`src/rtl/nibble_serial_adder_pkg.sv`:
```
// Shared types and constants for the nibble-serial adder/subtractor.
package nibble_serial_adder_pkg;

    // Width of one adder slice.
    localparam int unsigned NIB_W = 4;

    // Controller states.
    typedef enum logic [1:0] {
        ST_IDLE = 2'd0,
        ST_RUN  = 2'd1,
        ST_DONE = 2'd2
    } state_t;

    // Width of the nibble counter; kept at least one bit wide.
    function automatic int unsigned cnt_width(input int unsigned nibbles);
        int unsigned w;
        w = $clog2(nibbles);
        if (w < 1) begin
            w = 1;
        end
        return w;
    endfunction

endpackage : nibble_serial_adder_pkg

```
`src/rtl/nibble_serial_adder_nibble_adder4.sv`:
```
// Combinational 4-bit ripple-carry adder slice; the only arithmetic in the block.
module nibble_adder4
    import nibble_serial_adder_pkg::*;
(
    input  logic [NIB_W-1:0] x,
    input  logic [NIB_W-1:0] y,
    input  logic             cin,
    output logic [NIB_W-1:0] s,
    output logic             cout
);

    logic [NIB_W:0] w_carry;

    // Explicit ripple chain through NIB_W full-adder cells.
    always_comb begin
        w_carry    = '0;
        w_carry[0] = cin;
        s          = '0;
        for (int i = 0; i < int'(NIB_W); i++) begin
            s[i]         = x[i] ^ y[i] ^ w_carry[i];
            w_carry[i+1] = (x[i] & y[i]) | (x[i] & w_carry[i]) | (y[i] & w_carry[i]);
        end
        cout = w_carry[NIB_W];
    end

endmodule : nibble_adder4

```
`src/rtl/nibble_serial_adder.sv`:
```
// Multi-word adder/subtractor that streams operands one nibble per clock
// through a 4-bit adder, carrying between nibbles in a register.
module nibble_serial_adder
    import nibble_serial_adder_pkg::*;
#(
    parameter int unsigned NIBBLES = 4
) (
    input  logic                   clk,
    input  logic                   rst_n,
    input  logic                   start,
    input  logic                   sub,
    input  logic                   cin,
    input  logic [NIB_W*NIBBLES-1:0] a,
    input  logic [NIB_W*NIBBLES-1:0] b,
    output logic                   busy,
    output logic                   done,
    output logic [NIB_W*NIBBLES-1:0] sum,
    output logic                   cout,
    output logic                   overflow
);

    localparam int unsigned W     = NIB_W * NIBBLES;
    localparam int unsigned CNT_W = cnt_width(NIBBLES);
    localparam logic [CNT_W-1:0] CNT_LAST = CNT_W'(NIBBLES - 1);

    state_t           r_state;
    state_t           w_next_state;
    logic             w_load;
    logic             w_run;
    logic             w_last;

    logic [W-1:0]     r_a_sh;
    logic [W-1:0]     r_b_sh;
    logic [W-1:0]     r_res_sh;
    logic             r_carry;
    logic [CNT_W-1:0] r_cnt;
    logic             r_a_msb;
    logic             r_b_msb;

    logic             r_busy;
    logic             r_done;
    logic [W-1:0]     r_sum;
    logic             r_cout;
    logic             r_overflow;

    logic [W-1:0]     w_b_eff;
    logic [NIB_W-1:0] w_nib_sum;
    logic             w_nib_cout;
    logic [W-1:0]     w_res_next;

    // Nibble slice of the datapath.
    nibble_adder4 u_adder (
        .x    (r_a_sh[NIB_W-1:0]),
        .y    (r_b_sh[NIB_W-1:0]),
        .cin  (r_carry),
        .s    (w_nib_sum),
        .cout (w_nib_cout)
    );

    // Subtraction is a + ~b + 1; the +1 enters through the initial carry.
    assign w_b_eff    = sub ? ~b : b;
    assign w_res_next = {w_nib_sum, r_res_sh[W-1:NIB_W]};

    // State register.
    always_ff @(posedge clk) begin
        if (!rst_n) begin
            r_state <= ST_IDLE;
        end else begin
            r_state <= w_next_state;
        end
    end

    // Next-state and datapath control decode.
    always_comb begin
        w_next_state = r_state;
        w_load       = 1'b0;
        w_run        = 1'b0;
        w_last       = 1'b0;
        unique case (r_state)
            ST_IDLE: begin
                if (start) begin
                    w_next_state = ST_RUN;
                    w_load       = 1'b1;
                end
            end
            ST_RUN: begin
                w_run = 1'b1;
                if (r_cnt == CNT_LAST) begin
                    w_next_state = ST_DONE;
                    w_last       = 1'b1;
                end
            end
            ST_DONE: begin
                if (start) begin
                    w_next_state = ST_RUN;
                    w_load       = 1'b1;
                end else begin
                    w_next_state = ST_IDLE;
                end
            end
            default: begin
                w_next_state = ST_IDLE;
            end
        endcase
    end

    // Operand shift registers, carry and nibble counter.
    always_ff @(posedge clk) begin
        if (!rst_n) begin
            r_a_sh   <= '0;
            r_b_sh   <= '0;
            r_res_sh <= '0;
            r_carry  <= 1'b0;
            r_cnt    <= '0;
            r_a_msb  <= 1'b0;
            r_b_msb  <= 1'b0;
        end else if (w_load) begin
            r_a_sh   <= a;
            r_b_sh   <= w_b_eff;
            r_res_sh <= '0;
            r_carry  <= sub ? 1'b1 : cin;
            r_cnt    <= '0;
            r_a_msb  <= a[W-1];
            r_b_msb  <= w_b_eff[W-1];
        end else if (w_run) begin
            r_a_sh   <= {{NIB_W{1'b0}}, r_a_sh[W-1:NIB_W]};
            r_b_sh   <= {{NIB_W{1'b0}}, r_b_sh[W-1:NIB_W]};
            r_res_sh <= w_res_next;
            r_carry  <= w_nib_cout;
            r_cnt    <= r_cnt + CNT_W'(1);
        end
    end

    // Status outputs follow the state being entered.
    always_ff @(posedge clk) begin
        if (!rst_n) begin
            r_busy <= 1'b0;
            r_done <= 1'b0;
        end else begin
            r_busy <= (w_next_state == ST_RUN);
            r_done <= (w_next_state == ST_DONE);
        end
    end

    // Result registers update only on the final nibble edge.
    always_ff @(posedge clk) begin
        if (!rst_n) begin
            r_sum      <= '0;
            r_cout     <= 1'b0;
            r_overflow <= 1'b0;
        end else if (w_last) begin
            r_sum      <= w_res_next;
            r_cout     <= w_nib_cout;
            r_overflow <= (r_a_msb == r_b_msb) && (w_nib_sum[NIB_W-1] != r_a_msb);
        end
    end

    assign busy     = r_busy;
    assign done     = r_done;
    assign sum      = r_sum;
    assign cout     = r_cout;
    assign overflow = r_overflow;

endmodule : nibble_serial_adder

```
`config.mk`:
```
export PLATFORM = sky130hd
export DESIGN_NAME = nibble_serial_adder
export DESIGN_NICKNAME = d
export VERILOG_FILES = /design/src/rtl/nibble_serial_adder_pkg.sv /design/src/rtl/nibble_serial_adder_nibble_adder4.sv /design/src/rtl/nibble_serial_adder.sv
export SDC_FILE = /design/constraint.sdc
export NUM_CORES = 1
export LEC_CHECK = 0
export ABC_AREA = 1
export BUFFER_PORTS_ARGS = -buffer_cell sky130_fd_sc_hd__buf_2
export CORE_MARGIN = 2
export CORE_UTILIZATION = 55
export DETAILED_ROUTE_END_ITERATION = 8
export GPL_TIMING_DRIVEN = 0
export PLACE_DENSITY_LB_ADDON = 0.1
export SLEW_MARGIN = 0
export SYNTH_ARGS = -nofsm -noshare
export SYNTH_HDL_FRONTEND = slang
export SYNTH_SLANG_ARGS = --single-unit
```
`constraint.sdc`:
```
create_clock -name clk -period 2.9 [get_ports clk]
set_input_delay 0.29 -clock clk [delete_from_list [all_inputs] [get_ports clk]]
set_output_delay 0.29 -clock clk [all_outputs]
set_load 0.02 [all_outputs]
```
After elaboration in Yosys (flattened, before gate mapping)

Cells that the tools add are included.

Add/subtract/negate cells: 1
Equal/unequal tests: 7
Multiplexer cells: 17
Bitwise operators: 30
Reduce and logical (&&, ||, !) cells: 5

Operator list:

| operator              | count |
|---|---|
| $mux W16              | 5 |
| $not A16 Y16          | 1 |
| $and A1 B1 Y1         | 12 |
| $mux W1               | 9 |
| $or A1 B1 Y1          | 8 |
| $xor A1 B1 Y1         | 8 |
| $eq A2 B2 Y1 const B  | 3 |
| $pmux W2 S3           | 1 |
| $eq A2 B1 Y1 const B  | 2 |
| $mux W2               | 2 |
| $reduce_or A2 Y1      | 2 |
| $add A2 B1 Y2 const B | 1 |
| $logic_not A2 Y1      | 1 |
| $reduce_bool A2 Y1    | 1 |
| $eq A1 B1 Y1          | 1 |
| $logic_and A1 B1 Y1   | 1 |
| $ne A1 B1 Y1          | 1 |
| $not A1 Y1            | 1 |

Flip-flop bits (word level): 75
Bits of input ports: 37

Longest topological paths before layout

Gate-level depths: netlist of the first run.

Depth after elaboration: 14
Mapped depth: 12

Cells and area by module

Synthesis of the first run repeated with hierarchy kept, for this count alone.

Cell total of the unflattened synthesis: 427
Area, all modules: 3,156.8 sq um

Modules (own cells, without submodules):

| module              | instances | cells an instance | area an instance (sq um) | seq. area each (sq um) |
|---|---|---|---|---|
| nibble_serial_adder | 1         | 413               | 3,039.2                  | 1,421.4 |
| nibble_adder4       | 1         | 14                | 117.6                    | 0.0 |

Least setup slack after synthesis of the first run

OpenSTA, ideal clock, no wires.

Path type: flip-flop to flip-flop
From: register r_a_sh[0]
To: register r_overflow (netlist: overflow)
Arrival time: 2,104 ps
Data required time: 2,843 ps
Path slack: 739 ps
Cell stages (with the launch flop): 13
Path buffers: 0
Period minus slack after synthesis: 2,161 ps
Cell sequence: dfxtp_1 -> inv_1 -> fa_1 -> inv_1 -> fa_1 -> fa_1 -> inv_1 -> fa_1 -> inv_1 -> nand3_1 -> nand3_1 -> nand3_1 -> inv_1

Cells in the longest elaborated chain, start to end: 12
Elaborated cells on any way between the ends: 15
Those cells by class: eq/ne (1); bitwise (13); reduce/logical (1)

Ends and longest elaborated chain:

| item                          | line                                    | text |
|---|---|---|
| from (decl)                   | nibble_serial_adder.sv:32               | `logic [W-1:0] r_a_sh;` |
| from (signal assigned)        | nibble_serial_adder.sv:126              | `r_a_sh <= {{NIB_W{1'b0}}, r_a_sh[W-1:NIB_W]};` |
| $and A1 B1 Y1                 | nibble_serial_adder_nibble_adder4.sv:21 | `w_carry[i+1] = (x[i] & y[i]) \| (x[i] & w_carry[i]) \| (y[i] & w_carry[i]);` |
| $or A1 B1 Y1 (*) (2 in a row) | nibble_serial_adder_nibble_adder4.sv:21 |  |
| $and A1 B1 Y1                 | nibble_serial_adder_nibble_adder4.sv:21 |  |
| $or A1 B1 Y1                  | nibble_serial_adder_nibble_adder4.sv:21 |  |
| $or A1 B1 Y1 (*)              | nibble_serial_adder_nibble_adder4.sv:21 |  |
| $and A1 B1 Y1                 | nibble_serial_adder_nibble_adder4.sv:21 |  |
| $or A1 B1 Y1                  | nibble_serial_adder_nibble_adder4.sv:21 |  |
| $or A1 B1 Y1 (*)              | nibble_serial_adder_nibble_adder4.sv:21 |  |
| $xor A1 B1 Y1 (*)             | nibble_serial_adder_nibble_adder4.sv:20 | `s[i] = x[i] ^ y[i] ^ w_carry[i];` |
| $ne A1 B1 Y1 (*)              | nibble_serial_adder.sv:154              | `r_overflow <= (r_a_msb == r_b_msb) && (w_nib_sum[NIB_W-1] != r_a_msb);` |
| $logic_and A1 B1 Y1 (*)       | nibble_serial_adder.sv:154              |  |
| to (signal assigned)          | nibble_serial_adder.sv:154              |  |
| to (decl)                     | nibble_serial_adder.sv:44               | `logic r_overflow;` |

Mark *: on every way between the ends. The rest lies on a longest branch, timed or not.
A chain may end at the register's enable or synchronous reset.

Worst setup path in the final report of the first run

From: register r_b_sh[0]
To: register r_overflow (netlist: overflow)

Cells in the longest elaborated chain, start to end: 12
Elaborated cells on any way between the ends: 15
Those cells by class: eq/ne (1); bitwise (13); reduce/logical (1)

Ends and longest elaborated chain:

| item                    | line                                    | text |
|---|---|---|
| from (decl)             | nibble_serial_adder.sv:33               | `logic [W-1:0] r_b_sh;` |
| from (signal assigned)  | nibble_serial_adder.sv:119              | `r_b_sh <= w_b_eff;` |
| from (signal assigned)  | nibble_serial_adder.sv:127              | `r_b_sh <= {{NIB_W{1'b0}}, r_b_sh[W-1:NIB_W]};` |
| $and A1 B1 Y1           | nibble_serial_adder_nibble_adder4.sv:21 |  |
| $or A1 B1 Y1            | nibble_serial_adder_nibble_adder4.sv:21 |  |
| $or A1 B1 Y1 (*)        | nibble_serial_adder_nibble_adder4.sv:21 |  |
| $and A1 B1 Y1           | nibble_serial_adder_nibble_adder4.sv:21 |  |
| $or A1 B1 Y1            | nibble_serial_adder_nibble_adder4.sv:21 |  |
| $or A1 B1 Y1 (*)        | nibble_serial_adder_nibble_adder4.sv:21 |  |
| $and A1 B1 Y1           | nibble_serial_adder_nibble_adder4.sv:21 |  |
| $or A1 B1 Y1            | nibble_serial_adder_nibble_adder4.sv:21 |  |
| $or A1 B1 Y1 (*)        | nibble_serial_adder_nibble_adder4.sv:21 |  |
| $xor A1 B1 Y1 (*)       | nibble_serial_adder_nibble_adder4.sv:20 |  |
| $ne A1 B1 Y1 (*)        | nibble_serial_adder.sv:154              |  |
| $logic_and A1 B1 Y1 (*) | nibble_serial_adder.sv:154              |  |

Marks and branches as above.

==> results of run 1 <==
## metal layers
layer	up-vias	part of all wire	track usage
li1	1455	-	-
met1	1286	0.44	0.305
met2	94	0.49	0.392
met3	14	0.044	0.0407
met4	0	0.026	0.136
met5	-	0	0
## kinds of logic after synthesis
group | share of synthesized area
AOI/OAI and AO/OA | 0.0956
and+or+nand+nor | 0.291
adders and majority gates | 0.0296
xor gates and xnor gates | 0.0336
buffers and inverters | 0.0964
DFF | 0.454
## worst max path at each step
stage / slack (ns) / to / cells past startpoint / start
floorplan: 0.74 / overflow / 12 / r_a_sh[0]
global placement: 0.58 / overflow / 12 / r_a_sh[0]
detailed placement: 0.56 / overflow / 12 / r_a_sh[0]
CTS: 0.54 / overflow / 12 / r_a_sh[0]
global route: 0.40 / overflow / 12 / r_a_sh[0]
finish: 0.54 / overflow / 12 / r_b_sh[0]
## stage by stage
stage / util / worst slack (ns) / cell area, sq um / hold slack, ns / std cells
after global routing: 0.664 / 0.399 / 3660 / 0.169 / 560
final: 0.664 / 0.535 / 3660 / 0.164 / 560
after floorplan: - / 0.739 / 3130 / 0.400 / 419
after detailed placement: 0.635 / 0.563 / 3490 / 0.461 / 546
after global placement: 0.635 / 0.578 / 3490 / 0.456 / 546
after CTS: 0.664 / 0.543 / 3660 / 0.156 / 560
## flip-flops by register name, summed over array words and instances (netlist names), 2 cells and up
register and count:
sum 16, r_state 2, r_res_sh 12, r_cnt 2
r_b_sh 16, r_a_sh 16
## cell type report
| cell class | count | share of cell area |
|---|---|---|
| clock buffer | 13 | 0.0434 |
| timing repair buffer | 55 | 0.0752 |
| sequential | 71 | 0.389 |
| tap | 72 | 0.0246 |
| buffer | 24 | 0.0458 |
| clock inverter | 1 | 0.00137 |
| multi-input combinational | 289 | 0.384 |
| inverter | 35 | 0.0366 |
## cell usage in the layout, fill, tap and decap left out, types with 3 or more instances in the layout
cell | synthesis | final
a21oi_1 | 22 | 22
buf_2 | 7 | 62
buf_4 | 6 | 6
buf_6 | 6 | 6
clkbuf_1 | 2 | 4
clkbuf_8 | 0 | 11
dfxtp_1 | 71 | 71
fa_1 | 4 | 4
inv_1 | 32 | 32
nand2_1 | 102 | 102
nand2_4 | 3 | 3
nand3_1 | 40 | 40
nor2_1 | 56 | 56
nor3_1 | 5 | 5
o21ai_0 | 33 | 33
xor2_1 | 12 | 12
## worst min-delay path, cell delays in order
cell and delay [ns]:
buf_2 0.07, nor2_1 0.03, nor2_1 0.08
## power groups by stage
| stage | combinational [mW] | sequential, mW | clock [mW] |
|---|---|---|---|
| 2_1_floorplan | 0.237 | 1.08 | 0 |
| 3_3_place_gp | 0.326 | 1.09 | 0 |
| 3_5_place_dp | 0.330 | 1.09 | 0 |
| 4_1_cts | 0.333 | 1.07 | 0.693 |
| 5_1_grt | 0.373 | 1.08 | 0.740 |
| 6_report | 0.332 | 1.07 | 0.686 |
==> flow_summary_export.csv, run 1 <==
group,metric,value,unit
cells_and_area,final_nets,527,
timing,setup_viol,0,
global_routing,grt_overflow_total,0,
clock_tree,htree_num_levels,3,
yosys,yosysTopAreaCell,"dfxtp_1",
yosys,synth_edf_count,0,
placement,place_congestion,0.785,
power_and_ir_drop,ir_drop,0.000271,V
min_path,hp-start,"a[12]",
worst_setup_path,r2r-end,"overflow",
min_path,holdPathStages,3,
worst_setup_path,crit_fanout,3,
die,dieArea,6310,sq um
cells_and_area,seq_area,1420,sq um
timing,fin_tns_setup,0,ns
worst_setup_path,crit_chain,"inv_1 > fa_1 > inv_1 > fa_1 > fa_1 > inv_1 > fa_1 > inv_1 > nand3_1 > nand3_1 > nand3_1 > inv_1",
cells_and_area,drive_gt1_frac,0.207,
timing,min_period,2.36,ns
power_and_ir_drop,switching_share,0.275,
global_routing,grt_max_degree,11,
die,coreArea,5510,sq um
yosys,synth_area,3130,sq um
worst_setup_path,crit_required,3.19,ns
yosys,yosys-top-cells-area,"dfxtp_1 (45%), nand2_1 (12%), nor2_1 (6.7%)",
clock_tree,clk_pin_slew,0.07,ns
routing,wirelength,7020,um
power_and_ir_drop,p_leak,1.85,nW
worst_setup_path,startpoint_type,"register",
clock_tree,ctsLongestPathBuffers,2,
die,die_x,79.4,um
power_and_ir_drop,switchingPower,0.574,mW
yosys,syn_nets,461,
routing,via_per_inst,5.09,
die,pin_count,57,
worst_setup_path,r2r_setup_slack,0.54,ns
yosys,synthCells,419,
timing,grt_setup_unrepaired,"false",
power_and_ir_drop,p_total,2.09,mW
routing,vias,2849,
die,rows,27,
clock_tree,post_cts.repair.setup_buffers,0,
yosys,post-synth-top-count-cell,"nand2_1",
worst_setup_path,cp_slowest_cell,"fa_1",
placement,hpwl,5000,um
cells_and_area,fillers,510,
die,die_h,79.4,um
power_and_ir_drop,power.density,571,nW/um^2
yosys,synth_flop_cell,"dfxtp_1",
min_path,hold_class,"input pin to register",
yosys,synth_top_area_frac,0.454,
timing,hold_viol,0,
yosys,avgSynthCellArea,7.47,sq um
worst_setup_path,rr_startpoint,"r_b_sh[0]",
worst_setup_path,rr_worst_depth,12,
power_and_ir_drop,p_comb_frac,0.159,
global_routing,grt_pass1_wl,11600,um
worst_setup_path,crit_top_cell,"inv_1",
placement,port_buffers,55,
clock_tree,ctsResizeCount,0,
timing,clock_skew,0.00539,ns
timing,maxSlewViolCount,0,
routing,drt_iter0_drc,108,
worst_setup_path,critPathCaptureType,"register",
global_routing,antenna_found_initial,0,
worst_setup_path,crit_buf_inv,5,
cells_and_area,antenna-diode-count,0,
clock_tree,insertion_delay,0.35,ns
min_path,whs_endpoint,"r_a_sh[12]",
die,start_util,0.568,
timing,fmax,423,MHz
routing,drc,0,
yosys,ys.warnings.count,0,
worst_setup_path,critPathTopFamily,"adder cells",
yosys,yosysUniqueCellTypes,27,
status,status,"completed",
flow_run,maxCapViolCount,0,
cells_and_area,multi_input_area,1410,sq um
yosys,ys_ff_latch,71,
yosys,synthTopCellsByCount,"nand2_1 (102), dfxtp_1 (71), nor2_1 (56)",
cells_and_area,syn_to_final_growth,16.9,%
clock_tree,cts.sinks,71,
timing,worst_pin_slew,0.548,ns
clock_tree,cts_tree,"yes",
routing,ant_nets,0,
global_routing,grt_pass1_vias,2571,
routing,wl_per_cell,12.5,um
power_and_ir_drop,p_int,1.51,mW
worst_setup_path,crit_arrival,2.66,ns
power_and_ir_drop,seqPwrFrac,0.512,
global_routing,track_usage,0.242,
timing,period_share,0.815,
routing,firstDrtPassIters,4,
clock_tree,root_buffer,"clkbuf_8",
power_and_ir_drop,clock_power_share,0.329,
clock_tree,cts_hold_buf,0,
worst_setup_path,path_class,"register to register",
yosys,synth-async-reset-ratio,0,
worst_setup_path,slowest_delay,0.45,ns
clock_tree,numCtsBuffers,9,
yosys,ys_seq_area_frac,0.454,
timing,slew-limit-headroom,0.634,
No activity file was read; power rests on OpenSTA's default activity.
==> run 2: changes to the inputs <==
==> constraint.sdc (replaced) <==
create_clock -name clk -period 2.4 [get_ports clk]
set_input_delay 0.24 -clock clk [delete_from_list [all_inputs] [get_ports clk]]
set_output_delay 0.24 -clock clk [all_outputs]
set_load 0.02 [all_outputs]
==> run 2 against run 1 <==
  * Register-to-register slack got worse by 0.43 ns
  * Clock skew increased by 0.00050 ns
  * First-iteration DRC count increased by 8.3%
  * Total power increased by 21%
  * Hold slack got worse by 0.051 ns
  * Sequential power increased by 21%
  * Critical endpoint unchanged
==> flow_summary_export.csv, run 2 (same netlist as run 1, synthesis figures left out) <==
group,metric,value,unit
cells_and_area,final_nets,528,
worst_setup_path,slowest_delay,0.56,ns
global_routing,track_usage,0.242,
clock_tree,root_buffer,"clkbuf_8",
clock_tree,numCtsBuffers,9,
status,status,"completed",
clock_tree,cts.sinks,71,
clock_tree,clk_pin_slew,0.07,ns
timing,worst_pin_slew,0.549,ns
global_routing,grt_pass1_vias,2571,
placement,place_congestion,0.785,
die,coreArea,5510,sq um
timing,fmax,436,MHz
worst_setup_path,startpoint_type,"register",
placement,hpwl,5000,um
power_and_ir_drop,clock_power_share,0.328,
worst_setup_path,critPathCaptureType,"register",
worst_setup_path,critPathTopFamily,"adder cells",
routing,drt_iter0_drc,117,
cells_and_area,syn_to_final_growth,17.4,%
global_routing,grt_pass1_wl,11600,um
clock_tree,cts_tree,"yes",
flow_run,maxCapViolCount,0,
cells_and_area,drive_gt1_frac,0.219,
worst_setup_path,path_class,"register to register",
timing,setup_viol,0,
timing,maxSlewViolCount,0,
cells_and_area,utilization,0.667,
global_routing,grt_max_degree,11,
power_and_ir_drop,p_leak,1.85,nW
die,start_util,0.568,
die,rows,27,
clock_tree,ctsLongestPathBuffers,2,
timing,min_period,2.29,ns
routing,wirelength,7050,um
die,pin_count,57,
routing,drc,0,
cells_and_area,antenna-diode-count,0,
timing,hold_viol,0,
power_and_ir_drop,seqPwrFrac,0.510,
power_and_ir_drop,power.density,690,nW/um^2
global_routing,antenna_found_initial,0,
worst_setup_path,crit_fanout,3,
clock_tree,insertion_delay,0.35,ns
power_and_ir_drop,p_comb_frac,0.161,
worst_setup_path,cp_slowest_cell,"fa_1",
die,die_h,79.4,um
cells_and_area,final_common_cell,"nand2_1",
timing,timing.final.ws_setup,0.108,ns
timing,holdWs,0.113,ns
timing,clock_skew,0.00589,ns
timing,slew-limit-headroom,0.634,
placement,port_buffers,55,
min_path,hold_class,"input pin to register",
cells_and_area,final_cell_mix,"nand2_1 (102), dfxtp_1 (70), buf_2 (62)",
worst_setup_path,crit_chain,"inv_1 > fa_1 > inv_1 > fa_2 > fa_2 > inv_2 > fa_1 > inv_2 > nand3_1 > nand3_1 > nand3_1 > inv_1",
routing,vias,2842,
power_and_ir_drop,p_total,2.53,mW
power_and_ir_drop,p_int,1.84,mW
clock_tree,htree_num_levels,3,
die,die_x,79.4,um
routing,ant_nets,0,
power_and_ir_drop,switching_share,0.276,
power_and_ir_drop,switchingPower,0.699,mW
worst_setup_path,crit_required,2.65,ns
placement,post-place-ws,0.0632,ns
timing,period_share,0.955,
worst_setup_path,crit_arrival,2.54,ns
die,dieArea,6310,sq um
power_and_ir_drop,ir_drop,0.000328,V
worst_setup_path,crit_buf_inv,5,
global_routing,grt_overflow_total,0,
routing,via_per_inst,5.07,
timing,grt_setup_unrepaired,"false",
routing,firstDrtPassIters,4,
timing,fin_tns_setup,0,ns
routing,wl_per_cell,12.6,um
run 2: per-stage QoR:
stage	cells	cell area (sq um)
after floorplan	419	3130
after global placement	546	3490
after detailed placement	546	3490
after CTS	560	3660
after global routing	561	3670
final	561	3670
run 2: layer usage:
layer	track usage	wire length, um	up-vias
met5	0	0	-
met2	0.392	3390	80
met3	0.0407	315	12
met4	0.136	177	0
li1	-	-	1457
met1	0.305	3160	1293
run 2: power by group through the flow:
stage          Clock (mW)  Sequential (mW)  Combinational (mW)
2_1_floorplan           0             1.31               0.286
3_3_place_gp            0             1.32               0.394
3_5_place_dp            0             1.32               0.399
4_1_cts             0.837             1.29               0.402
5_1_grt             0.896             1.30               0.459
6_report            0.832             1.29               0.409
run 2: worst paths after layout:
| check | start | end | slack, ns | cells past startpoint |
|---|---|---|---|---|
| setup / recovery | r_a_sh[0] | overflow | 0.11 | 12 |
| hold / removal | a[2] | r_a_sh[2] | 0.11 | 3 |
| setup reg to reg | r_a_sh[0] | overflow | 0.11 | 12 |
| hold reg to reg | r_res_sh[4] | r_res_sh[4] | 0.47 | 2 |
run 2: final cells by class:
class	count	area, sq um
fill	505	1830
timing repair buffer	56	283
multi-input combinational	289	1410
inverter	35	134
tap	72	90.1
clock buffer	13	159
sequential	71	1420
clock inverter	1	5.00
buffer	24	168
run 2: worst register-to-register path: stages (launching register included):
cell     delay (ns)
dfxtp_2        0.34
inv_1          0.05
fa_1           0.41
inv_1          0.08
fa_2           0.20
fa_2           0.19
inv_2          0.04
fa_1           0.56
inv_2          0.05
nand3_1        0.07
nand3_1        0.08
nand3_1        0.08
inv_1          0.04
run 2: repair_timing:
action                                 in CTS  in global routing
buffers inserted                            0                  1
setup endpoints to repair                   0                  1
endpoints found under the hold margin       0                  0
gates resized for setup                     0                  5
hold buffers                                0                  0
==> run 3: changes to the inputs <==
--- a/config.mk
+++ b/config.mk
@@ -12,6 +12,7 @@
 export DETAILED_ROUTE_END_ITERATION = 8
 export GPL_TIMING_DRIVEN = 0
 export PLACE_DENSITY_LB_ADDON = 0.1
+export REMOVE_ABC_BUFFERS = 1
 export SLEW_MARGIN = 0
 export SYNTH_ARGS = -nofsm -noshare
 export SYNTH_HDL_FRONTEND = slang
==> run 3 against run 2 <==
  * Register-to-register slack barely moved
  * Cell count fell by 3.7%
  * Clock skew rose by 0.0015 ns
  * Combinational power fell by 14%
  * Wire length fell by 10%
  * Count of clock-buffer cells in the layout fell by 2
  * Sequential cell count did not move
  * Global-route usage fell by 2.1 points
==> flow_summary_export.csv, run 3 (same netlist as run 1, synthesis figures left out) <==
group,metric,value,unit
timing,fmax,434,MHz
routing,vias,2738,
clock_tree,cts.sinks,71,
die,dieArea,6310,sq um
routing,via_per_inst,5.07,
power_and_ir_drop,p_leak,1.77,nW
worst_setup_path,rr_startpoint,"r_a_sh[0]",
global_routing,grt_pass1_vias,2491,
die,start_util,0.568,
worst_setup_path,rr_worst_depth,11,
placement,place_area,3330,sq um
worst_setup_path,cp_slowest_cell,"fa_1",
timing,worst_pin_slew,0.828,ns
global_routing,antenna_found_initial,0,
cells_and_area,drive_gt1_frac,0.203,
clock_tree,ctsLongestPathBuffers,2,
worst_setup_path,crit_fanout,3,
worst_setup_path,critPathCaptureType,"register",
routing,wl_per_cell,11.7,um
timing,slew-limit-headroom,0.447,
cells_and_area,utilization,0.651,
timing,hold_viol,0,
timing,setup_viol,0,
routing,drt_iter0_drc,87,
worst_setup_path,slowest_delay,0.57,ns
timing,min_period,2.30,ns
die,coreArea,5510,sq um
flow_run,maxCapViolCount,0,
cells_and_area,fin_area,3590,sq um
global_routing,grt_max_degree,43,
placement,port_buffers,56,
routing,wirelength,6340,um
cells_and_area,final_common_cell,"nand2_1",
placement,place_congestion,0.731,
clock_tree,insertion_delay,0.35,ns
clock_tree,numCtsBuffers,9,
power_and_ir_drop,ir_drop,0.000429,V
cells_and_area,final_cell_mix,"nand2_1 (102), dfxtp_1 (71), buf_2 (56)",
min_path,hold_class,"input pin to register",
status,status,"completed",
worst_setup_path,crit_end,"sum[15]",
min_path,hp-start,"a[2]",
worst_setup_path,r2r_setup_slack,0.1,ns
die,pin_count,57,
worst_setup_path,crit_arrival,2.54,ns
routing,ant_nets,0,
clock_tree,clk_pin_slew,0.07,ns
power_and_ir_drop,power.density,762,nW/um^2
global_routing,grt_overflow_total,0,
timing,fin_tns_setup,0,ns
die,rows,27,
timing,clock_skew,0.00739,ns
worst_setup_path,startpoint_type,"register",
timing,maxSlewViolCount,0,
worst_setup_path,r2r-end,"sum[15]",
cells_and_area,final_nets,505,
cells_and_area,syn_to_final_growth,14.6,%
routing,drc,0,
clock_tree,root_buffer,"clkbuf_8",
die,die_x,79.4,um
global_routing,track_usage,0.220,
timing,holdWs,0.102,ns
placement,hpwl,4000,um
routing,firstDrtPassIters,4,
clock_tree,cts_tree,"yes",
min_path,holdPathStages,3,
worst_setup_path,crit_required,2.64,ns
cells_and_area,fillers,543,
timing,period_share,0.959,
global_routing,grt_pass1_wl,10900,um
die,die_h,79.4,um
worst_setup_path,path_class,"register to register",
cells_and_area,antenna-diode-count,0,
worst_setup_path,crit_start,"r_a_sh[0]",
worst_setup_path,crit_chain,"inv_2 > fa_2 > inv_1 > fa_2 > fa_2 > inv_2 > fa_1 > inv_2 > buf_4 > nor2_2 > nor2_1",
clock_tree,htree_num_levels,3,
run 3: cell types whose count changed in the layout (fill, tap and decap cells not counted), moves of 2 or more:
cell / change
buf_2: -6
buf_4: -6
buf_6: -6
clkbuf_1: -4
buf_1: -2
bufinv_16: +2
clkinvlp_4: +2
inv_1: -2
inv_2: +2
run 3: timing repair:
action                                  CTS  global route
hold buffers                              0             0
gates resized for setup                   0             9
endpoints found under the setup margin    0             6
buffers inserted                          0             1
run 3: worst min-delay path by stage:
stage	to	slack, ns
after floorplan	r_a_sh[2]	0.34
after global placement	r_res_sh[5]	0.45
after detailed placement	r_a_sh[2]	0.45
after CTS	r_a_sh[2]	0.09
after global routing	r_a_sh[12]	0.12
final	r_a_sh[2]	0.10
run 3: power breakdown:
part           total [mW]  internal (mW)  switching [mW]
clock                1.09          0.640           0.447
sequential           1.29           1.25          0.0422
combinational       0.351          0.128           0.223
run 3: metal layers:
metal / up-vias / wire [um] / GRT usage
met3: 13 / 255 / 0.0441
met2: 65 / 3040 / 0.372
met4: 0 / 155 / 0.114
li1: 1410 / - / -
met5: - / 0 / 0
met1: 1250 / 2890 / 0.264
run 3: critical path: cells and delay by family, from the launching register on:
kind / cells / cell delay [ns]
adders and majority gates: 4 / 1.34
buffers and inverters: 5 / 0.35
DFF: 1 / 0.35
and+or+nand+nor: 2 / 0.17
run 3: per-stage QoR:
step | std cells | total power, mW | setup slack (ns)
finish | 540 | 2.73 | 0.0984
global route | 540 | 2.86 | -0.00906
CTS | 539 | 2.75 | 0.000533
detailed placement | 523 | 1.66 | 0.0161
global placement | 523 | 1.65 | 0.0674
floorplan | 395 | 1.54 | 0.241
run 3: cell type report:
| type | count | area (sq um) | area share |
|---|---|---|---|
| Clock buffer | 11 | 151 | 0.0422 |
| Inverter | 35 | 134 | 0.0373 |
| Tap cell | 72 | 90.1 | 0.0251 |
| Clock inverter | 5 | 80.1 | 0.0223 |
| Timing Repair Buffer | 57 | 288 | 0.0803 |
| Sequential cell | 71 | 1420 | 0.396 |
| Multi-Input combinational cell | 289 | 1420 | 0.396 |
